<file path="config.mk">
export PLATFORM = sky130hd
export DESIGN_NAME = shift_reg_sipo_deser
export DESIGN_NICKNAME = d
export VERILOG_FILES = /design/src/rtl/shift_reg_sipo_deser.sv
export SDC_FILE = /design/constraint.sdc
export NUM_CORES = 1
export LEC_CHECK = 0
export ABC_AREA = 1
export BUFFER_PORTS_ARGS = -buffer_cell sky130_fd_sc_hd__buf_2
export CORE_AREA = 4 4 41 43
export CTS_BUF_LIST = sky130_fd_sc_hd__clkbuf_4 sky130_fd_sc_hd__clkbuf_8
export CTS_CLUSTER_DIAMETER = 60
export DETAILED_ROUTE_END_ITERATION = 8
export DIE_AREA = 0 0 45 47
export PLACE_DENSITY = 0.66
export SLEW_MARGIN = 20
export SYNTH_ARGS = -nofsm -noshare
export SYNTH_HDL_FRONTEND = slang
export SYNTH_SLANG_ARGS = --single-unit
</file>
<file path="constraint.sdc">
create_clock -name clk -period 1.4 [get_ports clk]
set_clock_uncertainty 0.2 [all_clocks]
set_input_delay 0.28 -clock clk [delete_from_list [all_inputs] [get_ports clk]]
set_output_delay 0.28 -clock clk [all_outputs]
set_load 0.1 [all_outputs]
</file>
<file path="src/rtl/shift_reg_sipo_deser.sv">
// shift_reg_sipo_deser: MSB-first serial-to-parallel deserializer with a
// one-deep valid/ready output stage and sticky overrun / parity flags.
// Optional feature macro: SIPO_PARITY_EN (adds one even-parity bit per frame
// and makes parity_err functional; otherwise parity_err is constant 0).
module shift_reg_sipo_deser #(
  parameter int WIDTH = 4,
  localparam int CNT_W = $clog2(WIDTH + 1)
) (
  input  logic             clk,
  input  logic             rst_n,
  input  logic             clr,
  input  logic             bit_in,
  input  logic             bit_valid,
  input  logic             word_ready,
  output logic [WIDTH-1:0] word_out,
  output logic             word_valid,
  output logic [CNT_W-1:0] bit_count,
  output logic             overrun,
  output logic             parity_err
);

  localparam logic [CNT_W-1:0] LAST_BIT = CNT_W'(WIDTH - 1);

  typedef enum logic {
    ST_COLLECT = 1'b0,
    ST_PARITY  = 1'b1
  } state_e;

`ifdef SIPO_PARITY_EN
  // Even parity: the parity bit equals the XOR of all data bits.
  function automatic logic even_parity(input logic [WIDTH-1:0] data);
    return ^data;
  endfunction
`endif

  state_e             state_q, state_d;
  logic [WIDTH-1:0]   shreg_q, shreg_d;
  logic [CNT_W-1:0]   cnt_q, cnt_d;
  logic [WIDTH-1:0]   word_q, word_d;
  logic               valid_q, valid_d;
  logic               ovr_q, ovr_d;
  logic               offer_s;
  logic [WIDTH-1:0]   offer_word_s;
`ifdef SIPO_PARITY_EN
  logic               perr_q, perr_d;
`endif

  // Next-state: bit collection FSM, output stage and sticky flags; clr overrides all.
  always_comb begin
    state_d      = state_q;
    shreg_d      = shreg_q;
    cnt_d        = cnt_q;
    word_d       = word_q;
    valid_d      = valid_q;
    ovr_d        = ovr_q;
    offer_s      = 1'b0;
    offer_word_s = '0;
`ifdef SIPO_PARITY_EN
    perr_d       = perr_q;
`endif

    case (state_q)
      ST_COLLECT: begin
        if (bit_valid) begin
          shreg_d = {shreg_q[WIDTH-2:0], bit_in};
          if (cnt_q == LAST_BIT) begin
            cnt_d = '0;
`ifdef SIPO_PARITY_EN
            state_d = ST_PARITY;
`else
            offer_s      = 1'b1;
            offer_word_s = {shreg_q[WIDTH-2:0], bit_in};
`endif
          end else begin
            cnt_d = cnt_q + CNT_W'(1);
          end
        end else begin
          shreg_d = shreg_q;
        end
      end
`ifdef SIPO_PARITY_EN
      ST_PARITY: begin
        if (bit_valid) begin
          state_d = ST_COLLECT;
          if (even_parity(shreg_q) == bit_in) begin
            offer_s      = 1'b1;
            offer_word_s = shreg_q;
          end else begin
            perr_d = 1'b1;
          end
        end else begin
          state_d = ST_PARITY;
        end
      end
`endif
      default: begin
        state_d = ST_COLLECT;
      end
    endcase

    // Output stage: a word is taken when the slot is empty or being drained.
    if (offer_s) begin
      if (!valid_q || word_ready) begin
        word_d  = offer_word_s;
        valid_d = 1'b1;
      end else begin
        ovr_d = 1'b1;
      end
    end else if (valid_q && word_ready) begin
      valid_d = 1'b0;
    end else begin
      valid_d = valid_q;
    end

    if (clr) begin
      state_d = ST_COLLECT;
      shreg_d = '0;
      cnt_d   = '0;
      word_d  = '0;
      valid_d = 1'b0;
      ovr_d   = 1'b0;
`ifdef SIPO_PARITY_EN
      perr_d  = 1'b0;
`endif
    end else begin
      state_d = state_d;
    end
  end

  // State registers with asynchronous active-low reset.
  always_ff @(posedge clk or negedge rst_n) begin
    if (!rst_n) begin
      state_q <= ST_COLLECT;
      shreg_q <= '0;
      cnt_q   <= '0;
      word_q  <= '0;
      valid_q <= 1'b0;
      ovr_q   <= 1'b0;
    end else begin
      state_q <= state_d;
      shreg_q <= shreg_d;
      cnt_q   <= cnt_d;
      word_q  <= word_d;
      valid_q <= valid_d;
      ovr_q   <= ovr_d;
    end
  end

`ifdef SIPO_PARITY_EN
  // Sticky parity error flag.
  always_ff @(posedge clk or negedge rst_n) begin
    if (!rst_n) begin
      perr_q <= 1'b0;
    end else begin
      perr_q <= perr_d;
    end
  end

  assign parity_err = perr_q;
`else
  assign parity_err = 1'b0;
`endif

  assign word_out   = word_q;
  assign word_valid = valid_q;
  assign bit_count  = cnt_q;
  assign overrun    = ovr_q;

endmodule

</file>
# ---- Word level (Yosys, flattened, before mapping)
# Index checks and enable logic that the tools add are counted.
dict set report classes {
  n_shift 0
  div 0
  n_reduce_logical 10
  muxes 19
  add_sub_neg 1
  multipliers 0
  order_cmp 0
  eq_ne 3
  bitwise_logic 0
}
# op count
set op_table {}
lappend op_table {{$mux 4} 5}
lappend op_table {{$mux 3} 5}
lappend op_table {{$mux 1} 9}
lappend op_table {{$reduce_and 2->1} 3}
lappend op_table {{$reduce_bool 2->1} 3}
lappend op_table {{$add 3x1->3 const B} 1}
lappend op_table {{$eq 3x2->1 const B} 1}
lappend op_table {{$ne 3x2->1 const B} 1}
lappend op_table {{$reduce_bool 3->1} 1}
lappend op_table {{$ne 2x2->1 const B} 1}
lappend op_table {{$logic_and 1x1->1} 1}
lappend op_table {{$logic_not 1->1} 1}
lappend op_table {{$logic_or 1x1->1} 1}
dict set report word_totals {
  in_bits 6
  regBits 12
  n_memories 0
  latchBits 0
  mem_bits_ro 0
  word_cells 38
  output_inout_bits 10
  ram_bits 0
}

# ---- Depth between registers and ports, before layout
# Gate-level depths: netlist (run 1).
dict set report logic_depth {
  depth_word 6
  mapped_depth 6
  mapped_depth_nobuf 6
}

# ---- Worst setup path before layout (run 1)
# No wires, ideal clock.
dict set report synth_timing {
  kind {register to register}
  start {register cnt_q[0] (netlist: bit_count[0])}
  end {register word_q[0] (netlist: word_out[0])}
  setup_slack_ns -0.528
  period_less_slack_ns 1.928
  setup_ns 0.122
  n_path_buf 0
  t_required_ns 1.078
  arrival_time_ns 1.606
  stages_incl_launch_ff 7
  path_cell_list {dfrtp_1 ha_1 nand3_2 nand2_2 nand2_2 nand2_1 nand2_1}
}
dict set report synth_between {
  elab_chain_cells 6
  elab_cells_between_ends 10
  cone_classes {1 x eq/ne; 7 x mux; 2 x reduce/logical}
}
# item line_no
set synth_rtl {}
lappend synth_rtl {{start, declared} 38} ;# logic [CNT_W-1:0] cnt_q, cnt_d;
lappend synth_rtl {{start signal, assigned} 142} ;# cnt_q <= cnt_d;
lappend synth_rtl {{$eq 3x2->1 *} 66} ;# if (cnt_q == LAST_BIT) begin
lappend synth_rtl {{$mux 4} 66}
lappend synth_rtl {{$mux 4} 64} ;# if (bit_valid) begin
lappend synth_rtl {{$mux 4} 103} ;# if (!valid_q || word_ready) begin
lappend synth_rtl {{$mux 4} 102} ;# if (offer_s) begin
lappend synth_rtl {{$mux 4} 115} ;# if (clr) begin
lappend synth_rtl {{end signal, assigned} 143} ;# word_q <= word_d;
lappend synth_rtl {{end, declared} 39} ;# logic [WIDTH-1:0] word_q, word_d;
# Every way passes the cells marked *; elsewhere a longest branch is shown, timed or not. The select of a mux whose other input is x is not followed.
# A chain may end at the register's enable or synchronous reset.

# ---- Worst setup path after layout (run 1)
dict set report layout_timing {
  start {register cnt_q[0] (netlist: bit_count[0])}
  end {output port bit_count[0]}
}
# item line_no
set layout_lines {}
lappend layout_lines {{end, declared} 17} ;# output logic [CNT_W-1:0] bit_count,
# No word-level cell between the ends.

==> key figures, run 1 <==
Yosys
  • Syn nets: 70
  • Seq/Total Area, Yosys: 55.2%
  • Post-synthesis cell type count: 17
  • Synth Register Bits: 12
  • Cell taking the most area after synthesis: dfrtp_1
  • Cell Area, Synth: 544 um^2
  • Share of the synthesized area in the top cell type: 55.2%
  • Cells after Synth: 63
  • Largest cells by area after synthesis: dfrtp_1, nand2_1, nand3_1
  • Average size of a mapped cell: 8.64 um^2
  • Yosys Warn Count: 0

GRT
  • Largest net degree at the start of global routing: 13
  • Met3 usage: 3.45%
  • Vias in the first global route: 466
  • GR Layer Usage met1: 16.1%
  • First-pass GRT wire length: 1.95 mm
  • Initial antenna violation count: 0
  • Met2 usage: 21.5%
  • GRT Residual Overflow: 0
  • GRT Overall Usage: 13.5%
  • GR peak layer: met2

Clock tree
  • Clock net sink count: 12
  • H-tree level count: 1
  • Post-CTS Resized: 0
  • Skew-Pair Late Insertion Delay: 270 ps
  • Reg clk slew, reported paths: 80 ps
  • Post-CTS Setup Repair Bufs: 0
  • Longest Clk Path Bufs: 2
  • TritonCTS clock tree: done
  • Clock buffer count from CTS: 3
  • Root buffer cell: clkbuf_4

Detailed routing
  • Wirelength per Cell: 12.4 um
  • Via count: 480
  • Post-route ant nets: 0
  • Post-Route WL: 1.20 mm
  • Drt pass-1 iters: 4
  • Vias per inst: 4.95
  • DRC violations left: 0
  • Initial DRC count: 14

Floorplan
  • I/O Pins: 16
  • Row cnt: 13
  • Core area: 0.00130 mm^2
  • Die Width: 45 um
  • Die area: 0.00212 mm^2
  • Starting Density: 41.8%
  • Die Ht: 47 um

Power
  • Pwr dens: 955 mW/mm^2
  • Switch share: 29.2%
  • Seq pwr share: 46.7%
  • Worst VDD drop: 0.844 mV
  • Combinational share of power: 18.8%
  • P_sw: 0.000235 W
  • Leak: 0.406 nW
  • Internal power: 0.000569 W
  • Clock share of power: 34.5%

Cells and area
  • Final instance area: 842 um^2
  • Number of diodes: 0
  • Fillers: 109
  • Most frequent cells in the layout: nand2_1, buf_12, dfrtp_1, nand3_1
  • Core Util, Final: 64.7%
  • Nets: 90
  • Area growth from synthesis to layout: 54.7%
  • Layout cells sized above 1: 36.6%
  • Multi-input gate area: 219 um^2
  • Most common cell after layout, fill and taps aside: nand2_1
  • Register Area: 313 um^2

Setup path
  • Max incr delay on CP: 520 ps
  • CP Launch Type: flip-flop
  • Reg2reg setup slack: 70 ps
  • Crit end category: output port
  • Critical path depth in cells: 1
  • CP max FO: 3
  • CP cell instances: buf_12
  • CP Data Required Time: 920 ps
  • Crit path buffers/inverters: 1
  • Slowest stage cell, crit path: dfrtp_4
  • Worst path arrival time: 980 ps
  • Worst R2R End: word_out[3]
  • Crit Path Class: reg2out
  • Reg2reg path depth: 5
  • Worst r2r src: bit_count[0]
  • Top Family by Delay on Critical Path: flip-flops

Place
  • Post-DP HPWL: 901 um
  • GP Congestion: 0.842
  • Count of input and output buffers: 14
  • Post-Place Cell Area: 786 um^2

Run status
  • Failing checks: negative setup slack
  • Status: complete, but fails checks

Flow run
  • Max-Cap Viols: 0

Timing
  • Post-route setup slack: -59.1 ps
  • RSZ-0062 raised after global routing: yes
  • Final critical-path share of the clock period: 104%
  • Final setup viols: 3
  • Final hold violation count: 0
  • FMAX: 0.685 GHz
  • Period minus WS final: 1460 ps
  • Max-slew violations: 0

Worst hold path
  • Hold path cells: 2
  • Hold Path Class: in2reg
  • Worst Hold End: bit_count[2]
  • Min-Delay Startpoint: bit_valid
[worst max-delay path by stage]
stage / start / end / slack (ps)
finish: bit_count[0] / bit_count[0] / -60
global route: bit_count[0] / bit_count[0] / -80
CTS: bit_count[0] / bit_count[0] / -60
detailed placement: bit_count[0] / bit_count[1] / 100
global placement: bit_count[1] / word_out[3] / 120
floorplan: bit_count[0] / word_out[0] / -50
[state kept, by name (all words and copies together), names as in the netlist]
register	count
word_valid	1
word_out	4
overrun	1
shreg_q	3
bit_count	3
[power by group through the flow]
stage	sequential (W)	combinational [W]	clock [W]
CTS	0.000375	0.000152	0.000283
finish	0.000375	0.000151	0.000278
global placement	0.000381	0.000145	0
floorplan	0.000426	0.0000474	0
detailed placement	0.000382	0.000148	0
global route	0.000377	0.000161	0.000306
[metrics by stage]
step	hold slack, ps	setup TNS (ps)	std cells	power (W)	worst slack, ps
6_report	73.4	-120	97	0.000804	-59.1
5_1_grt	89.1	-202	97	0.000844	-81.4
4_1_cts	75.2	-130	97	0.000810	-60.2
3_5_place_dp	-31.5	0	91	0.000529	96.2
3_3_place_gp	-32.9	0	91	0.000526	116
2_1_floorplan	-216	-215	63	0.000473	-53.0
[logic make-up (layout without fill, tap and decap cells)]
logic type      count (synthesis)  count (layout)  synth area share (%)
simple gates                   34              34                  27.6
xor+xnor                        1               1                  1.61
compound gates                  5               5                  5.75
fa+ha+maj                       1               1                  2.30
other cells                     1               1                 0.689
buf+inv                         9              28                  6.90
flops                          12              12                  55.2
[synthesized netlist by cell type]
cell	number
dfrtp_1	12
inv_1	6
nand3_2	1
xnor2_1	1
ha_1	1
nand2_2	2
nand2_1	17
conb_1	1
inv_2	2
buf_4	1
a21oi_1	1
nand3_1	7
o21ai_0	2
nor2_1	6
a211oi_1	1
nor2_2	1
o21ai_2	1
[metal layers]
layer	share of wire [%]	vias to the layer above
met5	0	-
met4	3.3	0
met3	5.3	6
met2	48	23
met1	44	215
li1	-	236
[layout make-up]
type / count / area share, %
Tap cell: 15 / 2.23
Clock buffer: 4 / 4.31
Multi-Input combinational cell: 42 / 26.0
Timing Repair Buffer: 16 / 26.7
Inverter: 8 / 3.57
Sequential cell: 12 / 37.1
[timing repair]
item,4_1_cts,5_1_grt
hold buffers,2,0
endpoints found under the hold margin,13,0
endpoints found under the setup margin,3,3
gates cloned,0,0
No activity file was read; power rests on OpenSTA's default activity.
==> inputs of run 2 (changes only) <==
--- a/config.mk
+++ b/config.mk
@@ -13,6 +13,7 @@
 export DETAILED_ROUTE_END_ITERATION = 8
 export DIE_AREA = 0 0 45 47
 export PLACE_DENSITY = 0.66
+export RECOVER_POWER = 100
 export SLEW_MARGIN = 20
 export SYNTH_ARGS = -nofsm -noshare
 export SYNTH_HDL_FRONTEND = slang
==> key figures, run 2 (synthesis results as in run 1) <==
Run status
  • Failing checks: negative setup slack
  • Status: complete, but fails checks

Timing
  • Hold WS: 72.4 ps (-0.961 ps)
  • Post-route setup slack: -61.2 ps (-2.07 ps)
  • RSZ-0062 raised after global routing: yes
  • Final setup viols: 3 (unchanged)
  • Final critical-path share of the clock period: 104% (+0.15 points)
  • Relative slew slack: 56.9%
  • Period minus WS final: 1460 ps (+2.07 ps)
  • Max-slew violations: 0 (unchanged)
  • Worst-margin pin slew: 646 ps
  • Final hold violation count: 0 (unchanged)
  • FMAX: 0.684 GHz (-0.14%)

Place
  • GP Congestion: 0.842 (unchanged)
  • Post-DP HPWL: 901 um (unchanged)
  • Count of input and output buffers: 14 (unchanged)
  • Dpl ws: 96.2 ps (unchanged)

Setup path
  • Reg2reg path depth: 5 (unchanged)
  • Crit Path Class: reg2out
  • Max incr delay on CP: 520 ps (about the same)
  • Worst path arrival time: 980 ps (about the same)
  • Worst r2r src: bit_count[0]
  • Critical path depth in cells: 1 (unchanged)
  • Top Family by Delay on Critical Path: flip-flops
  • CP Data Required Time: 920 ps (about the same)
  • Crit end category: output port
  • CP cell instances: buf_12
  • Crit path buffers/inverters: 1 (unchanged)
  • CP max FO: 3 (unchanged)
  • Worst R2R End: word_out[3]
  • Slowest stage cell, crit path: dfrtp_4
  • Reg2reg setup slack: 30 ps (-40 ps)
  • CP Launch Type: flip-flop

GRT
  • Vias in the first global route: 466 (unchanged)
  • GR peak layer: met2
  • Met3 usage: 3.45% (unchanged)
  • GR Layer Usage met1: 16.1% (unchanged)
  • GRT Residual Overflow: 0 (unchanged)
  • Initial antenna violation count: 0 (unchanged)
  • Largest net degree at the start of global routing: 13 (unchanged)
  • Met2 usage: 21.5% (unchanged)
  • GRT Overall Usage: 13.5% (unchanged)
  • First-pass GRT wire length: 1.95 mm (unchanged)

Floorplan
  • Die Ht: 47 um (unchanged)
  • I/O Pins: 16 (unchanged)
  • Core area: 0.00130 mm^2 (unchanged)
  • Die area: 0.00212 mm^2 (unchanged)
  • Row cnt: 13 (unchanged)
  • Die Width: 45 um (unchanged)
  • Starting Density: 41.8% (unchanged)

Cells and area
  • Flip-flop count of the largest register after layout: 4 (unchanged)
  • Nets: 90 (unchanged)
  • Area growth from synthesis to layout: 47.6%
  • Number of diodes: 0 (unchanged)
  • Most frequent cells in the layout: nand2_1, dfrtp_1, nor2_1, nand3_1, inv_1
  • Fillers: 115 (+5.5%)
  • Most common cell after layout, fill and taps aside: nand2_1
  • Layout cells sized above 1: 31.7% (-4.9 points)

Power
  • Clock share of power: 34.8% (+0.3 points)
  • Internal power: 0.000567 W (-0.40%)
  • Seq pwr share: 46.7% (about the same)
  • Combinational share of power: 18.4% (-0.4 points)
  • Worst VDD drop: 0.842 mV (-0.20%)
  • Pwr dens: 999 mW/mm^2 (+4.6%)
  • Leak: 0.394 nW (-3.0%)
  • P_sw: 0.000235 W (+0.36%)
  • Switch share: 29.3% (+0.16 points)

Detailed routing
  • Vias per inst: 4.74 (-4.2%)
  • Post-route ant nets: 0 (unchanged)
  • Wirelength per Cell: 12.4 um (+0.33%)
  • Via count: 460 (-4.2%)
  • Initial DRC count: 7 (-7)
  • Post-Route WL: 1.21 mm (+0.33%)
  • DRC violations left: 0 (unchanged)
  • Drt pass-1 iters: 4 (unchanged)

Worst hold path
  • Worst Hold End: bit_count[2]
  • Hold path cells: 2 (unchanged)
  • Hold Path Class: in2reg
  • Min-Delay Startpoint: bit_valid

Clock tree
  • Post-CTS Setup Repair Bufs: 0 (unchanged)
  • TritonCTS clock tree: done
  • Skew-Pair Late Insertion Delay: 280 ps (about the same)
  • Root buffer cell: clkbuf_4
  • Clock net sink count: 12 (unchanged)
  • Clock buffer count from CTS: 3 (unchanged)
  • H-tree level count: 1 (unchanged)
  • Longest Clk Path Bufs: 2 (unchanged)
  • Reg clk slew, reported paths: 80 ps (about the same)

Flow run
  • Max-Cap Viols: 0 (unchanged)
run 2: cell types whose count changed in the layout (fill, tap and decap cells not counted), sizes merged:
cell | before | now
buf | 14 | 12
clkbuf | 4 | 6
run 2: per-stage QoR:
| stage | utilization [%] | total power (W) | instance area [um^2] | TNS, ps | cells |
|---|---|---|---|---|---|
| after floorplan | - | 0.000473 | 569 | -215 | 63 |
| after global placement | 60.4 | 0.000526 | 786 | 0 | 91 |
| final | 61.7 | 0.000803 | 803 | -128 | 97 |
| after CTS | 64.7 | 0.000810 | 842 | -130 | 97 |
| after detailed placement | 60.4 | 0.000529 | 786 | 0 | 91 |
| after global routing | 61.7 | 0.000841 | 803 | -220 | 97 |
run 2: area by class of cell:
class,instances,area (um^2),area share [%]
clock buffers,4,36.3,4.52
repair buffers,16,191,23.8
well taps,15,18.8,2.34
multi-input cells,42,214,26.6
inverters,8,30.0,3.74
flip-flops and latches,12,313,38.9
run 2: worst max path at each step:
stage	from	end
4_1_cts	bit_count[0]	bit_count[0]
3_3_place_gp	bit_count[1]	word_out[3]
3_5_place_dp	bit_count[0]	bit_count[1]
6_report	bit_count[0]	bit_count[0]
2_1_floorplan	bit_count[0]	word_out[0]
5_1_grt	bit_count[0]	bit_count[0]
run 2: power groups by stage:
| stage | clock network, W | registers [W] | logic, W |
|---|---|---|---|
| floorplan | 0 | 0.000426 | 0.0000474 |
| global placement | 0 | 0.000381 | 0.000145 |
| detailed placement | 0 | 0.000382 | 0.000148 |
| CTS | 0.000283 | 0.000375 | 0.000152 |
| global route | 0.000306 | 0.000377 | 0.000158 |
| finish | 0.000280 | 0.000375 | 0.000148 |
run 2: routing by layer:
| layer | vias up | wire length (um) |
|---|---|---|
| met5 | - | 0 |
| met2 | 11 | 582 |
| li1 | 236 | - |
| met4 | 0 | 37 |
| met3 | 6 | 56 |
| met1 | 207 | 528 |
run 2: timing repair:
action                     in CTS  in global routing
hold buffers                    2                  0
setup endpoints to repair       3                  3
hold endpoints to repair       13                  0
gates resized for setup         0                  0
